===== config.mk =====
export PLATFORM = sky130hd
export DESIGN_NAME = led_pattern_master_flat
export DESIGN_NICKNAME = d
export VERILOG_FILES = /design/src/rtl/led_pattern_pkg.sv /design/src/rtl/led_pattern_master_if.sv /design/src/rtl/led_step_timer.sv /design/src/rtl/led_pattern_master.sv /design/src/flat_wrapper.sv
export SDC_FILE = /design/constraint.sdc
export NUM_CORES = 1
export LEC_CHECK = 0
export CORE_UTILIZATION = 46
export CTS_CLUSTER_SIZE = 14
export DETAILED_ROUTE_END_ITERATION = 8
export PLACE_DENSITY_LB_ADDON = 0.12
export SLEW_MARGIN = 15
export SYNTH_ARGS = -nofsm -noshare
export SYNTH_HDL_FRONTEND = slang
export SYNTH_SLANG_ARGS = --single-unit

===== constraint.sdc =====
create_clock -name clk_clk -period 2.7 [get_ports clk_clk]
set_input_delay 0.675 -clock clk_clk [delete_from_list [all_inputs] [get_ports clk_clk]]
set_output_delay 0.675 -clock clk_clk [all_outputs]
set_load 0.005 [all_outputs]

===== src/rtl/led_pattern_pkg.sv =====
// Shared types, mode/seed constants and next-pattern rule for the LED pattern master.
// Latency: pure definitions; next_pattern is combinational.
// Backpressure: none.
package led_pattern_pkg;

  typedef enum logic [2:0] {
    ST_IDLE,
    ST_WAIT,
    ST_WRITE,
    ST_READ,
    ST_CHECK
  } state_e;

  typedef enum logic {
    DIR_UP,
    DIR_DOWN
  } dir_e;

  localparam logic [1:0] MODE_WALK   = 2'd0;
  localparam logic [1:0] MODE_COUNT  = 2'd1;
  localparam logic [1:0] MODE_BOUNCE = 2'd2;
  localparam logic [1:0] MODE_BLINK  = 2'd3;

  localparam logic [7:0] SEED_WALK   = 8'h01;
  localparam logic [7:0] SEED_COUNT  = 8'h00;
  localparam logic [7:0] SEED_BOUNCE = 8'h01;
  localparam logic [7:0] SEED_BLINK  = 8'hFF;

  typedef struct packed {
    dir_e       dir;
    logic [7:0] pat;
  } step_t;

  // First pattern shown after switching into a mode.
  function automatic logic [7:0] seed_of(input logic [1:0] mode);
    case (mode)
      MODE_WALK:   seed_of = SEED_WALK;
      MODE_COUNT:  seed_of = SEED_COUNT;
      MODE_BOUNCE: seed_of = SEED_BOUNCE;
      default:     seed_of = SEED_BLINK;
    endcase
  endfunction

  // Derives the following pattern from the current one; direction only matters for bounce.
  function automatic step_t next_pattern(input logic [1:0] mode, input logic [7:0] cur,
                                         input dir_e dir);
    step_t r;
    r.dir = DIR_UP;
    r.pat = cur;
    case (mode)
      MODE_WALK:  r.pat = (cur == 8'h00) ? SEED_WALK : {cur[6:0], cur[7]};
      MODE_COUNT: r.pat = cur + 8'd1;
      MODE_BOUNCE: begin
        if (cur == 8'h00 || (cur & (cur - 8'd1)) != 8'h00) begin
          r.pat = SEED_BOUNCE;
          r.dir = DIR_UP;
        end else if (dir == DIR_UP) begin
          if (cur[7]) begin
            r.pat = 8'h40;
            r.dir = DIR_DOWN;
          end else begin
            r.pat = cur << 1;
            r.dir = DIR_UP;
          end
        end else begin
          if (cur[0]) begin
            r.pat = 8'h02;
            r.dir = DIR_UP;
          end else begin
            r.pat = cur >> 1;
            r.dir = DIR_DOWN;
          end
        end
      end
      default: r.pat = (cur == 8'hFF) ? 8'h00 : 8'hFF;
    endcase
    return r;
  endfunction

endpackage


===== src/rtl/led_pattern_master_if.sv =====
// Avalon-MM link between the pattern master and the 8-bit LED PIO slave.
// Latency: wires only.
// Backpressure: none; the PIO has fixed read latency of one cycle and no waitrequest.
interface led_pattern_master_if;
  logic [1:0]  avm_address;
  logic        avm_chipselect;
  logic        avm_write_n;
  logic [31:0] avm_writedata;
  logic [31:0] avm_readdata;

  modport master (
    output avm_address, avm_chipselect, avm_write_n, avm_writedata,
    input  avm_readdata
  );

  modport slave (
    input  avm_address, avm_chipselect, avm_write_n, avm_writedata,
    output avm_readdata
  );
endinterface


===== src/rtl/led_step_timer.sv =====
// Free-running terminal counter that pulses tick once every STEP_CYCLES clocks while run is high.
// Latency: tick is combinational from the count register, high on count STEP_CYCLES-1.
// Backpressure: none; clear forces the count to 0 and suppresses tick.
module led_step_timer #(
  parameter int unsigned STEP_CYCLES = 5_000_000
) (
  input  logic clk,
  input  logic rst,
  input  logic run,
  input  logic clear,
  output logic tick
);

  localparam logic [31:0] TERM = STEP_CYCLES - 1;

  if (STEP_CYCLES < 4) begin : g_bad_step
    $error("led_step_timer: STEP_CYCLES must be at least 4");
  end

  logic [31:0] cnt;

  // Count 0..TERM and wrap; held at 0 while cleared.
  always_ff @(posedge clk or posedge rst) begin
    if (rst) begin
      cnt <= '0;
    end else if (clear) begin
      cnt <= '0;
    end else if (run) begin
      cnt <= (cnt == TERM) ? '0 : cnt + 32'd1;
    end
  end

  assign tick = run && !clear && (cnt == TERM);

endmodule


===== src/rtl/led_pattern_master.sv =====
// Periodically writes the next LED pattern to the PIO data register and verifies it by readback.
// Latency: first write STEP_CYCLES+1 clocks after enable; then one write every STEP_CYCLES clocks.
// Backpressure: none on the bus; enable low finishes any write/read/check in flight, then idles.
module led_pattern_master
  import led_pattern_pkg::*;
#(
  parameter int unsigned STEP_CYCLES = 5_000_000
) (
  input  logic                 clk_clk,
  input  logic                 reset_reset,
  input  logic                 enable,
  input  logic [1:0]           mode,
  led_pattern_master_if.master avm,
  output logic [7:0]           pattern,
  output logic                 busy,
  output logic                 mismatch
);

  state_e     state;
  dir_e       dir;
  logic [1:0] mode_q;
  logic       tick;
  logic       timer_clear;
  step_t      step_nxt;
  logic       unused_rd_hi;

  // Timer sits at 0 in IDLE and is zeroed on the way into IDLE so WAIT always starts at 0.
  always_comb begin
    timer_clear = (state == ST_IDLE) ||
                  (!enable && (state == ST_WAIT || state == ST_CHECK));
  end

  // A mode change restarts from that mode's seed instead of deriving from the old pattern.
  always_comb begin
    step_nxt = next_pattern(mode, pattern, dir);
    if (mode != mode_q) begin
      step_nxt.pat = seed_of(mode);
      step_nxt.dir = DIR_UP;
    end
  end

  led_step_timer #(
    .STEP_CYCLES(STEP_CYCLES)
  ) u_timer (
    .clk  (clk_clk),
    .rst  (reset_reset),
    .run  (!timer_clear),
    .clear(timer_clear),
    .tick (tick)
  );

  assign avm.avm_address = 2'b00;
  assign unused_rd_hi    = ^avm.avm_readdata[31:8];

  // Sequencer: wait for tick, write, read back, compare; all bus outputs registered here.
  always_ff @(posedge clk_clk or posedge reset_reset) begin
    if (reset_reset) begin
      state              <= ST_IDLE;
      dir                <= DIR_UP;
      mode_q             <= MODE_WALK;
      pattern            <= 8'h00;
      busy               <= 1'b0;
      mismatch           <= 1'b0;
      avm.avm_chipselect <= 1'b0;
      avm.avm_write_n    <= 1'b1;
      avm.avm_writedata  <= 32'h0;
    end else begin
      case (state)
        ST_IDLE: begin
          if (enable) state <= ST_WAIT;
        end
        ST_WAIT: begin
          if (!enable) begin
            state <= ST_IDLE;
          end else if (tick) begin
            state              <= ST_WRITE;
            dir                <= step_nxt.dir;
            mode_q             <= mode;
            busy               <= 1'b1;
            avm.avm_chipselect <= 1'b1;
            avm.avm_write_n    <= 1'b0;
            avm.avm_writedata  <= {24'h0, step_nxt.pat};
          end
        end
        ST_WRITE: begin
          state           <= ST_READ;
          pattern         <= avm.avm_writedata[7:0];
          avm.avm_write_n <= 1'b1;
        end
        ST_READ: begin
          state              <= ST_CHECK;
          avm.avm_chipselect <= 1'b0;
        end
        ST_CHECK: begin
          if (avm.avm_readdata[7:0] != pattern) mismatch <= 1'b1;
          busy  <= 1'b0;
          state <= enable ? ST_WAIT : ST_IDLE;
        end
        default: state <= ST_IDLE;
      endcase
    end
  end

endmodule

===== src/flat_wrapper.sv =====
// flat-port wrapper written by rule: the top's interface ports become plain ports
module led_pattern_master_flat import led_pattern_pkg::*;
#(
  parameter int unsigned STEP_CYCLES = 5_000_000
)
  (clk_clk, reset_reset, enable, mode, pattern, busy, mismatch, avm_avm_address, avm_avm_chipselect, avm_avm_write_n, avm_avm_writedata, avm_avm_readdata);
  led_pattern_master_if avm_i ();
  input  logic clk_clk;
  input  logic reset_reset;
  input  logic enable;
  input  logic [1:0] mode;
  output logic [7:0] pattern;
  output logic busy;
  output logic mismatch;
  output wire logic [$bits(avm_i.avm_address)-1:0] avm_avm_address;
  output wire logic [$bits(avm_i.avm_chipselect)-1:0] avm_avm_chipselect;
  output wire logic [$bits(avm_i.avm_write_n)-1:0] avm_avm_write_n;
  output wire logic [$bits(avm_i.avm_writedata)-1:0] avm_avm_writedata;
  input wire logic [$bits(avm_i.avm_readdata)-1:0] avm_avm_readdata;
  assign avm_avm_address = avm_i.avm_address;
  assign avm_avm_chipselect = avm_i.avm_chipselect;
  assign avm_avm_write_n = avm_i.avm_write_n;
  assign avm_avm_writedata = avm_i.avm_writedata;
  assign avm_i.avm_readdata = avm_avm_readdata;
  led_pattern_master #(.STEP_CYCLES(STEP_CYCLES)) u_core (.clk_clk(clk_clk), .reset_reset(reset_reset), .enable(enable), .mode(mode), .avm(avm_i), .pattern(pattern), .busy(busy), .mismatch(mismatch));
endmodule

-- Word-level counts from Yosys, hierarchy flattened
Cells that the tools add are included.
W data, S select, Z words.
- add/sub/neg operators: 3
- equality and inequality tests: 14
- muxes and demuxes: 24
- bitwise logic cells: 1
- reductions and logical operators: 21
- operators by type and width (cell ; number):
    $mux W32 ; 2
    $mux W9 ; 5
    $add A32 B1 Y32 const B ; 1
    $eq A32 B23 Y1 const B ; 1
    $pmux W8 S3 ; 1
    $mux W8 ; 2
    $pmux W8 S2 ; 1
    $pmux W3 S5 ; 1
    $reduce_and A3 Y1 ; 4
    $mux W3 ; 3
    $add A8 B1 Y8 const B ; 1
    $and A8 B8 Y8 ; 1
    $eq A8 B8 Y1 const B ; 1
    $logic_not A8 Y1 ; 1
    $ne A8 B8 Y1 ; 1
    $reduce_bool A8 Y1 ; 1
    $sub A8 B1 Y8 const B ; 1
    $eq A3 B2 Y1 const B ; 2
    $mux W1 ; 6
    $pmux W1 S2 ; 3
    $reduce_bool A2 Y1 ; 3
    $ne A2 B2 Y1 const B ; 2
    $reduce_and A2 Y1 ; 2
    $eq A3 B1 Y1 const B ; 1
    12 further kinds ; 16
- bits in registers: 58
- input port bits: 37
- output and inout port bits: 46
- logic and storage cells: 73

-- Logic depth before layout (Yosys ltp)
- depth in word-level cells: 9
- depth in mapped cells: 8
- gate-level depth less buffers: 7

-- By module
From an unflattened synthesis, not the netlist that was laid out.
- cells, all modules: 466
- area total of the unflattened synthesis: 4025.1 sq um
- by module, submodules not included (module ; instances ; cells each ; area each (sq um) ; sequential area each (sq um)):
    led_pattern_master ; 1 ; 235 ; 2028.2 ; 651.9
    led_step_timer ; 1 ; 231 ; 1996.9 ; 800.8

-- Worst setup path after synthesis
OpenSTA, ideal clock, no wires.
- kind: reg2reg
- from: reg u_core.pattern[0]
- to: reg u_core.dir
- library setup time: 0.082 ns
- arrival: 2.545 ns
- required time: 2.618 ns
- slack: 0.073 ns
- cell stages (with the launch flop): 9
- buffers on the path: 1
- clock period less this slack: 2.627 ns
- cells stage by stage: dfrtp_1 > clkbuf_1 > inv_1 > ha_1 > nor4b_1 > mux2i_1 > nand3_1 > or4b_2 > o22ai_1
- longest elaborated chain between the ends: 7
- elaborated cells between the ends (all ways): 10
- those cells by class: add/sub: 1; mux: 5; bitwise: 1; reduce/logical: 3
- RTL lines (element ; RTL line ; source):
    start, declared ; led_pattern_master.sv:14 ; output logic [7:0] pattern,
    start signal, assigned ; led_pattern_master.sv:87 ; pattern <= avm.avm_writedata[7:0];
    $sub A8 B1 Y8 ; led_pattern_pkg.sv:54 ; if (cur == 8'h00 || (cur & (cur - 8'd1)) != 8'h00) begin
    $and A8 B8 Y8 ; led_pattern_pkg.sv:54 ;
    $reduce_bool A8 Y1 ; led_pattern_pkg.sv:54 ;
    $logic_or A1 B1 Y1 ; led_pattern_pkg.sv:54 ;
    $mux W9 (*) ; led_pattern_pkg.sv:54 ;
    $mux W1 (*) ; led_pattern_pkg.sv:50 ; case (mode)
    $mux W9 (*) ; led_pattern_master.sv:36 ; if (mode != mode_q) begin
    end signal, assigned ; led_pattern_master.sv:77 ; dir <= step_nxt.dir;
    end, declared ; led_pattern_master.sv:20 ; dir_e dir;
Every way passes the cells marked *; elsewhere a longest branch is shown, timed or not.
A chain may end at the register's enable or synchronous reset.

-- Worst setup path after layout
- from: reg u_core.u_timer.cnt[27]
- to: reg u_core.avm.avm_writedata[2]
- longest elaborated chain between the ends: 3
- RTL lines (element ; RTL line ; source):
    start, declared ; led_step_timer.sv:20 ; logic [31:0] cnt;
    start signal, assigned ; led_step_timer.sv:29 ; cnt <= (cnt == TERM) ? '0 : cnt + 32'd1;
    $eq A32 B23 Y1 ; led_step_timer.sv:33 ; assign tick = run && !clear && (cnt == TERM);
    $logic_and A1 B1 Y1 ; led_step_timer.sv:33 ;
    $reduce_and A3 Y1 (no line) ; -- ;
    end signal, assigned ; led_pattern_master.sv:82 ; avm.avm_writedata <= {24'h0, step_nxt.pat};
    end, declared ; led_pattern_master_if.sv:12 ; output avm_address, avm_chipselect, avm_write_n, avm_writedata,
No other way between the ends.

==> results.cfg <==
[yosys]
synth-seq-area-share_pct = 39.1
synth_area_leaders = dfrtp_1 38%, buf_4 5.5%, nor2_1 4.9%, xnor2_1 4.9%, xor2_1 4.9%
synth_edf_count = 0
synth_top_area_share_pct = 38.4
synth_cell_type_count = 57
syn_inst = 416
synth_area_per_cell_um2 = 8.94
synth_warnings = 0
syn_area_mm2 = 0.00372
synth_area_leader_cell = dfrtp_1
ys_seq_elements = 58
async_flop_share_pct = 100
synth_common_cells = 57 x dfrtp_1, 49 x nor2_1, 41 x nand2_1
yosysMostFrequentCell = dfrtp_1
ys.flop_type = dfrtp_1

[drt]
ant_nets = 0
detail_route.wl_per_cell_um = 14.8
vias = 3038
drt_first_pass_iters = 5
viasPerCell = 5.45
drt_wl_total_mm = 8.26
first_iter_violations = 134
drc = 0

[timing]
relSlewSlack_pct = 57.8
finalSetupTns_ns = 0
worstMarginPinSlew_ns = 0.629
setup_viol = 0
drv_slew = 0
final-hold-violation-count = 0
grt_setup_unrepaired = no
period_needed_ns = 2.51
skew_ns = 0.0145
clock.fmax_ghz = 0.399
period_share_pct = 92.8

[hold_path]
min_from = u_core.mismatch
hold_depth = 1
hp-class = reg -> reg
min_to = u_core.mismatch

[placed_design]
hpwl_mm = 5.75
gp_congestion = 0.864
dp_cells = 541
io_buffers = 32

[die]
ioPinCount = 83
core-area_mm2 = 0.00777
fp.dieW_um = 91.9
dieArea_mm2 = 0.00844
die_y_um = 91.9
num_rows = 32
start_util_pct = 47.9

[power]
clockPowerShare_pct = 42.6
netSwitchingFraction_pct = 26.2
p_comb_share_pct = 6.5
peakVddDrop_uv = 254
p_leak_uw = 0.00171
intPower_uw = 1270
switchingPower_uw = 451
p_per_area_mw_per_mm2 = 408
pwr-share-seq_pct = 50.9

[clock_tree]
clk_pin_slew_ns = 0.07
cts_tree = yes
cts_root_buffer = clkbuf_8
postCtsHoldBufs = 0
post-cts-setup-buffers = 0
cts-resized-gates = 0
clockBufferDepth = 2
cts-buffers-inserted = 9
cts_max_level = 3
clk_latency_ns = 0.35
clock-sinks = 58

[setup_path]
reg2reg_from = u_core.u_timer.cnt[27]
startpoint = u_core.u_timer.cnt[27]
start_kind = register
critPathCaptureType = register
path_max_fanout = 5
reg2reg_to = u_core.avm.avm_writedata[2]
worst-r2r-cell-count = 5
critPathRequiredTime_ns = 2.94
path_class = reg -> reg
worst_ep_arrival_time_ns = 2.75
reg2reg_slack_ns = 0.19

[global_route]
gr-total-overflow = 0
first_global_vias = 2913
grt_max_degree = 50
antenna_found_initial = 0
grt_pass1_wl_mm = 14.2
grt_use_total_pct = 21.4

[layout]
stdcell_count = 557
n_antenna_cell = 0
area_delta_synth_final_pct = 13.7
nets = 491
drive_gt1_share_pct = 10.5

[job]
cap_violations = 0

[status]
status = complete, no violations
[through the flow]
step | util, % | power, uW | hold WS [ns] | setup slack (ns) | cell area [um^2]
5_1_grt | 54.4 | 1800 | 0.502 | 0.0852 | 4230
4_1_cts | 54.4 | 1750 | 0.476 | 0.201 | 4230
3_3_place_gp | 52.1 | 1010 | 0.454 | 0.187 | 4050
3_5_place_dp | 52.1 | 1010 | 0.460 | 0.173 | 4050
2_1_floorplan | - | 986 | 0.448 | 0.0729 | 3810
6_report | 54.4 | 1730 | 0.472 | 0.194 | 4230
[routing by layer]
metal  wire length [um]  track usage [%]  vias to the layer above  part of all wire [%]
met5                  0                0                        -                     0
met4                147             9.11                        0                   1.8
met3                338             4.31                       11                   4.1
met2               4000             34.7                       73                    48
met1               3780             27.8                     1474                    46
li1                   -                -                     1480                     -
[power by group through the flow]
| stage | logic (uW) | clock network, uW | registers [uW] |
|---|---|---|---|
| after detailed placement | 112 | 0 | 895 |
| final | 112 | 735 | 878 |
| after global placement | 112 | 0 | 895 |
| after global routing | 127 | 792 | 879 |
| after floorplan | 91.4 | 0 | 894 |
| after CTS | 113 | 758 | 878 |
[area by class of cell]
type | count | area, um^2
fillers | 753 | 3540
multi-input cells | 326 | 1980
flip-flops and latches | 58 | 1450
repair buffers | 46 | 450
clock buffers | 10 | 138
well taps | 102 | 128
clock inverters | 6 | 42.5
inverters | 9 | 33.8
[state kept, by name, summed over array words and instances, names as in the netlist]
register / count
u_core.avm.avm_chipselect: 1
u_core.avm.avm_write_n: 1
u_core.avm.avm_writedata: 8
u_core.busy: 1
u_core.dir: 1
u_core.mismatch: 1
u_core.mode_q: 2
u_core.pattern: 8
u_core.state: 3
u_core.u_timer.cnt: 32
[critical path, cell delays in order, from the launching register on]
cell       delay (ns)
dfrtp_1          0.42
or4_1            0.53
or4_4            0.58
or3_4            0.40
nand4bb_4        0.24
o211ai_1         0.24
[logic make-up after synthesis]
kind of cell,after synthesis,synth area share [%]
XOR/XNOR,42,9.90
other,1,0.101
AND/OR/NAND/NOR,191,27.2
AO/OA/AOI/OAI,55,9.86
flip-flops,58,39.1
adder cells (fa/ha/maj),5,1.62
buffers and inverters,57,10.2
multiplexers,7,2.09
[placed cells by master, fill, tap and decap left out, types with 3 or more instances in the layout]
master           count
xnor2_1             21
nand2_1             41
ha_1                 4
buf_4               12
conb_1              26
nor3_1              12
a31oi_1             10
xor2_1              21
clkbuf_8            10
and2_1               3
nor4_1              17
and3_1               4
o211ai_1            13
dfrtp_1             57
mux2_2               6
a21oi_1              9
nor2_1              49
clkdlybuf4s50_1     32
nor3b_1              8
nand2b_1             3
nor2b_1              4
nand4_1             13
o21ai_0              7
nand3_1             17
inv_1                7
nand4b_1             4
[how the worst max path moves through the flow]
stage | endpoint | slack [ns] | depth (start not counted)
after floorplan | u_core.dir | 0.07 | 8
after global placement | u_core.avm.avm_writedata[3] | 0.19 | 6
after detailed placement | u_core.avm.avm_writedata[3] | 0.17 | 6
after CTS | u_core.avm.avm_writedata[2] | 0.20 | 5
after global routing | u_core.u_timer.cnt[28] | 0.09 | 6
final | u_core.avm.avm_writedata[2] | 0.19 | 5
Note: power is estimated with default switching activity, not from simulation.
